--- src/rtl/wgt_loader.sv ---
`default_nettype none
// ============================================================================
// wgt_loader : fetches one KSIZE x KSIZE signed kernel from weight SRAM and
//              streams it row by row into the weight shift buffer.
// Option     : WGT_RDATA_REG_EN adds a pipeline register on SRAM read data.
// Revision   : 1.0
// ============================================================================
module wgt_loader #(
   parameter int KSIZE  = 5,
   parameter int ADDR_W = 12
) (
   input  logic                clk,
   input  logic                rst_n,
   input  logic                start,
   input  logic [ADDR_W-1:0]   base_addr,
   output logic                wgt_rd_en,
   output logic [ADDR_W-1:0]   wgt_addr,
   input  logic signed [7:0]   wgt_rdata,
   output logic signed [7:0]   wgt_input,
   output logic                wgt_read,
   output logic                row_valid,
   input  logic                row_ack,
   output logic                busy,
   output logic                done
);

   localparam int c_COL_W = (KSIZE > 1) ? $clog2(KSIZE) : 1;
   localparam int c_ROW_W = $clog2(KSIZE + 1);
`ifdef WGT_RDATA_REG_EN
   localparam int c_LAT = 2;
`else
   localparam int c_LAT = 1;
`endif
   localparam logic [c_COL_W-1:0] c_LAST_COL  = c_COL_W'(KSIZE - 1);
   localparam logic [c_ROW_W-1:0] c_LAST_ROW  = c_ROW_W'(KSIZE - 1);
   localparam logic               c_DRN_LAST  = 1'(c_LAT - 1);

   typedef enum logic [2:0] {
      IDLE  = 3'd0,
      FETCH = 3'd1,
      DRAIN = 3'd2,
      HOLD  = 3'd3,
      DONE  = 3'd4
   } state_t;

   state_t              r_state;
   logic [c_COL_W-1:0]  r_col;
   logic [c_ROW_W-1:0]  r_row;
   logic                r_drain;
   logic                r_rd_en;
   logic [ADDR_W-1:0]   r_addr;
   logic                r_row_valid;
   logic                r_busy;
   logic                r_done;
   logic                r_rd_d1;

   // Addresses run contiguously across rows, so a single incrementer
   // replaces base + row*KSIZE + col.
   always_ff @(posedge clk or negedge rst_n) begin
      if (!rst_n) begin
         r_state     <= IDLE;
         r_col       <= '0;
         r_row       <= '0;
         r_drain     <= 1'b0;
         r_rd_en     <= 1'b0;
         r_addr      <= '0;
         r_row_valid <= 1'b0;
         r_busy      <= 1'b0;
         r_done      <= 1'b0;
      end else begin
         r_done <= 1'b0;
         case (r_state)
            IDLE: begin
               if (start) begin
                  r_addr  <= base_addr;
                  r_col   <= '0;
                  r_row   <= '0;
                  r_rd_en <= 1'b1;
                  r_busy  <= 1'b1;
                  r_state <= FETCH;
               end
            end
            FETCH: begin
               if (r_col == c_LAST_COL) begin
                  r_rd_en <= 1'b0;
                  r_drain <= 1'b0;
                  r_state <= DRAIN;
               end else begin
                  r_col  <= r_col + c_COL_W'(1);
                  r_addr <= r_addr + ADDR_W'(1);
               end
            end
            DRAIN: begin
               // Wait out the read-data latency so the buffer holds the full row.
               if (r_drain == c_DRN_LAST) begin
                  r_row_valid <= 1'b1;
                  r_state     <= HOLD;
               end else begin
                  r_drain <= r_drain + 1'b1;
               end
            end
            HOLD: begin
               if (row_ack) begin
                  r_row_valid <= 1'b0;
                  r_row       <= r_row + c_ROW_W'(1);
                  r_col       <= '0;
                  r_addr      <= r_addr + ADDR_W'(1);
                  if (r_row == c_LAST_ROW) begin
                     r_busy  <= 1'b0;
                     r_done  <= 1'b1;
                     r_state <= DONE;
                  end else begin
                     r_rd_en <= 1'b1;
                     r_state <= FETCH;
                  end
               end
            end
            DONE: begin
               r_state <= IDLE;
            end
            default: begin
               r_state <= IDLE;
            end
         endcase
      end
   end

   always_ff @(posedge clk or negedge rst_n) begin
      if (!rst_n) begin
         r_rd_d1 <= 1'b0;
      end else begin
         r_rd_d1 <= r_rd_en;
      end
   end

`ifdef WGT_RDATA_REG_EN
   logic               r_rd_d2;
   logic signed [7:0]  r_rdata;

   always_ff @(posedge clk or negedge rst_n) begin
      if (!rst_n) begin
         r_rd_d2 <= 1'b0;
         r_rdata <= '0;
      end else begin
         r_rd_d2 <= r_rd_d1;
         r_rdata <= r_rd_d1 ? wgt_rdata : 8'sd0;
      end
   end

   assign wgt_read  = r_rd_d2;
   assign wgt_input = r_rdata;
`else
   // Data is forced to zero outside the strobe so the port is quiet in reset.
   assign wgt_read  = r_rd_d1;
   assign wgt_input = r_rd_d1 ? wgt_rdata : 8'sd0;
`endif

   assign wgt_rd_en = r_rd_en;
   assign wgt_addr  = r_addr;
   assign row_valid = r_row_valid;
   assign busy      = r_busy;
   assign done      = r_done;

endmodule
`default_nettype wire

--- config.mk ---
export PLATFORM = sky130hd
export DESIGN_NAME = wgt_loader
export DESIGN_NICKNAME = d
export VERILOG_FILES = /design/src/rtl/wgt_loader.sv
export SDC_FILE = /design/constraint.sdc
export NUM_CORES = 1
export LEC_CHECK = 0
export CORE_MARGIN = 5
export CORE_UTILIZATION = 45
export CTS_BUF_LIST = sky130_fd_sc_hd__clkbuf_16
export CTS_CLUSTER_SIZE = 12
export DETAILED_ROUTE_END_ITERATION = 12
export GPL_ROUTABILITY_DRIVEN = 0
export GPL_TIMING_DRIVEN = 0
export PLACE_DENSITY = 0.83
export SYNTH_ARGS = -nofsm -noshare
export SYNTH_HDL_FRONTEND = slang
export SYNTH_SLANG_ARGS = --single-unit
--- constraint.sdc ---
create_clock -name clk -period 4.05 [get_ports clk]
set_input_delay 0.6075 -clock clk [delete_from_list [all_inputs] [get_ports clk]]
set_output_delay 0.6075 -clock clk [all_outputs]
set_load 0.005 [all_outputs]
==> run_results.csv, run 1 <==
group,metric,value,unit
status,status,"finished clean",
logic_synthesis,synth.distinct_cells,38,
timing,worstMarginPinSlew,1.161,ns
logic_synthesis,ys_seq_area_frac,0.4266,
grt,first_global_vias,1397,
grt,antenna_found_initial,0,
clocking,root_buffer,"clkbuf_16",
layout,nNetsFinal,255,
floorplan,die_h,68.22,um
setup_path,crit_top_cell,"clkdlybuf4s50_1",
clocking,postCtsSetupBuffers,0,
timing,holdWs,0.4314,ns
route,drc,0,
logic_synthesis,synth_area_per_cell,8.816,um2
route,ant_nets,0,
logic_synthesis,synth-seq-cells,26,
floorplan,die_width,68.22,um
logic_synthesis,synthesis.nets,202,
logic_synthesis,synth_top_area_frac,0.4266,
setup_path,critPathCaptureType,"output pin",
setup_path,cp-start-kind,"primary input",
power,p_leak,0.0009019,uW
logic_synthesis,synth-simple-area-share,0.2223,
placement,placed_cell_area,2063,um2
grt,grt_pass1_wl,6451,um
setup_path,required,3.44,ns
clocking,clk_pin_slew,0.06,ns
route,drt_iter0_markers,143,
timing,max_clock_freq,0.4371,GHz
timing,rsz0062_at_grt,"false",
layout,postLayoutCellArea,2138,um2
route,wl_per_cell,14.72,um
timing,max-slew-margin-rel,0.2237,
timing,final.min_clock_period,2.288,ns
logic_synthesis,yosys_warnings,0,
setup_path,reg2reg_depth,4,
logic_synthesis,synthArstFlopShare,1.000,
layout,area_growth,40.20,%
route,routed_wirelength,3974,um
floorplan,design.core.area,3311,um2
timing,timing.setup.tns,0,ns
logic_synthesis,synth_ff_type,"dfrtp_1",
logic_synthesis,ys_top_cells_by_area,"dfrtp_1 43%, nor2_1 4.7%, ha_1 4.1%",
clocking,cts_buffers,3,
layout,drive_above_1_share,0.05804,
grt,grt_usage,0.1805,
power,p_per_area,696.4,nW/um2
min_path,min_path_type,"reg -> reg",
floorplan,start_util,0.4607,
floorplan,num_io_pins,49,
grt,grt_max_degree,27,
clocking,ctsHoldBuffers,0,
setup_path,critical_path_class,"in -> out",
floorplan,die_area,4654,um2
setup_path,cpMaxStageDelayCell,"clkdlybuf4s50_1",
logic_synthesis,synth.area.mux_share,0.01395,
logic_synthesis,netlist_area,1525,um2
clocking,cts_sinks,26,
clocking,cts_tree,"built",
min_path,whs_path_depth,0,
flow_run,max_cap_violations,0,
setup_path,crit_chain,"clkdlybuf4s50_1, and2_1, clkdlybuf4s50_1",
route,drtPass1Iterations,5,
layout,fillers,300,
clocking,cts_resized,0,
route,vias_per_cell,5.656,
timing,finalHoldViolCount,0,
placement,numPortBuffers,48,
clocking,cts.path.max_buffers,2,
logic_synthesis,yosys.area.top_type,"dfrtp_1",
logic_synthesis,synth_xor_area_frac,0.005742,
logic_synthesis,synth-edff-count,0,
floorplan,rows,21,
timing,slew_viol_final,0,
setup_path,slowest_delay,0.51,ns
clocking,cts_htree_levels,1,
logic_synthesis,syn_inst,173,
logic_synthesis,synth-compound-area-share,0.2248,
power,ir_drop,0.3370,mV
clocking,clock_latency,0.25,ns
grt,overflow,0,
placement,hpwl,2892,um
setup_path,path_max_fanout,1,
route,vias,1527,
timing,fin_skew,0.001375,ns
layout,antenna_cells,0,
placement,dp.cells,267,
timing,period_share,0.5649,
logic_synthesis,synth_fa_ha_area_frac,0.04102,
setup_path,cp_data_arrival_time,1.68,ns
logic_synthesis,synth_top_family_by_area,"compound AO/OA/AOI/OAI gates",
timing,setup_viol,0,
layout,post_layout_nonfiller_instances,270,
## registers in the layout (all words and copies together), names as in the netlist
name / flops
r_row: 3
busy: 1
r_col: 3
done: 1
row_valid: 1
r_state: 3
wgt_read: 1
wgt_rd_en: 1
wgt_addr: 12
## cells by family after synthesis
group	count (synthesis)
buf+inv	20
compound gates	50
simple gates	69
fa+ha+maj	5
xor+xnor	1
flops	26
mux	2
## worst paths after layout
| path | startpoint | to | slack (ns) |
|---|---|---|---|
| max in group asynchronous | rst_n | wgt_addr[10] | 2.39 |
| setup reg to reg | r_state[2] | wgt_addr[11] | 2.31 |
| min in group asynchronous | rst_n | wgt_addr[4] | 0.97 |
| setup / recovery | wgt_rdata[1] | wgt_input[1] | 1.76 |
| hold reg to reg | wgt_rd_en | wgt_read | 0.43 |
| hold / removal | wgt_rd_en | wgt_read | 0.43 |
## power breakdown
group	internal (uW)	total (uW)	switching, uW
clock network	131	213	82.5
registers	366	488	122
logic	409	788	379
total	905	1490	584
## worst max-delay path: cells and delay by family
kind | cells | cell delay (ns)
AND/OR/NAND/NOR | 1 | 0.12
buffers and inverters | 2 | 0.95
## layout by cell type, fill, tap and decap left out, types with 7 or more instances in the layout
| cell type | n |
|---|---|
| a21oi_1 | 12 |
| a31oi_1 | 7 |
| and2_1 | 9 |
| clkdlybuf4s50_1 | 48 |
| dfrtp_1 | 26 |
| inv_1 | 13 |
| nand2_1 | 14 |
| nand3_1 | 8 |
| nor2_1 | 19 |
| o21ai_0 | 11 |
## synth_stat cells, types with 5 or more instances
cell / number
o22a_1: 6
ha_1: 5
and2_1: 9
nand3_1: 8
nand2_1: 14
o21ai_0: 11
a31oi_1: 7
dfrtp_1: 26
a21oi_1: 12
nor3_1: 5
inv_1: 13
nor2_1: 19
## metrics by stage
| step | total power (uW) | worst slack (ns) | util |
|---|---|---|---|
| final | 1489 | 1.762 | 0.6459 |
| after global routing | 1608 | 1.710 | 0.6459 |
| after CTS | 1494 | 1.761 | 0.6459 |
| after detailed placement | 1270 | 1.750 | 0.6232 |
| after global placement | 1247 | 1.776 | 0.6232 |
| after floorplan | 940.3 | 2.396 | - |
## per-layer routing
layer  track usage  part of all wire  routed length (um)  vias to the layer above
met5             0                 0                   0                        -
met4       0.04963            0.0025                  10                        0
met3       0.02135             0.071                 281                        2
met2        0.3105              0.52                2070                       70
met1        0.2382              0.41                1611                      731
li1              -                 -                   -                      724
## layout make-up
cell class	instances	area (um2)	area share
repair buffers	48	480.5	0.2247
clock buffers	3	75.07	0.03511
well taps	46	57.56	0.02692
inverters	13	48.80	0.02282
multi-input cells	127	774.5	0.3622
flip-flops and latches	26	650.6	0.3043
plain buffers	7	51.30	0.02399
No activity file was read; power rests on OpenSTA's default activity.
==> run 2: changes to the inputs <==
==> constraint.sdc (replaced) <==
create_clock -name clk -period 2.3 [get_ports clk]
set_input_delay 0.345 -clock clk [delete_from_list [all_inputs] [get_ports clk]]
set_output_delay 0.345 -clock clk [all_outputs]
set_load 0.005 [all_outputs]
==> results of run 2 <==
The final DEF is identical to that of run 1. Status: finished clean.
Among the figures that moved: setup slack after placement 1.750 ns -> 0.2630 ns; setup slack after layout 1.762 ns -> 0.5139 ns; start point of the critical path wgt_rdata[1] -> row_ack; end point of the critical path wgt_input[1] -> wgt_addr[2]; register-to-register setup slack 2.31 ns -> 0.56 ns; total power 1489 uW -> 2622 uW; worst IR drop on VDD 0.3370 mV -> 0.5935 mV
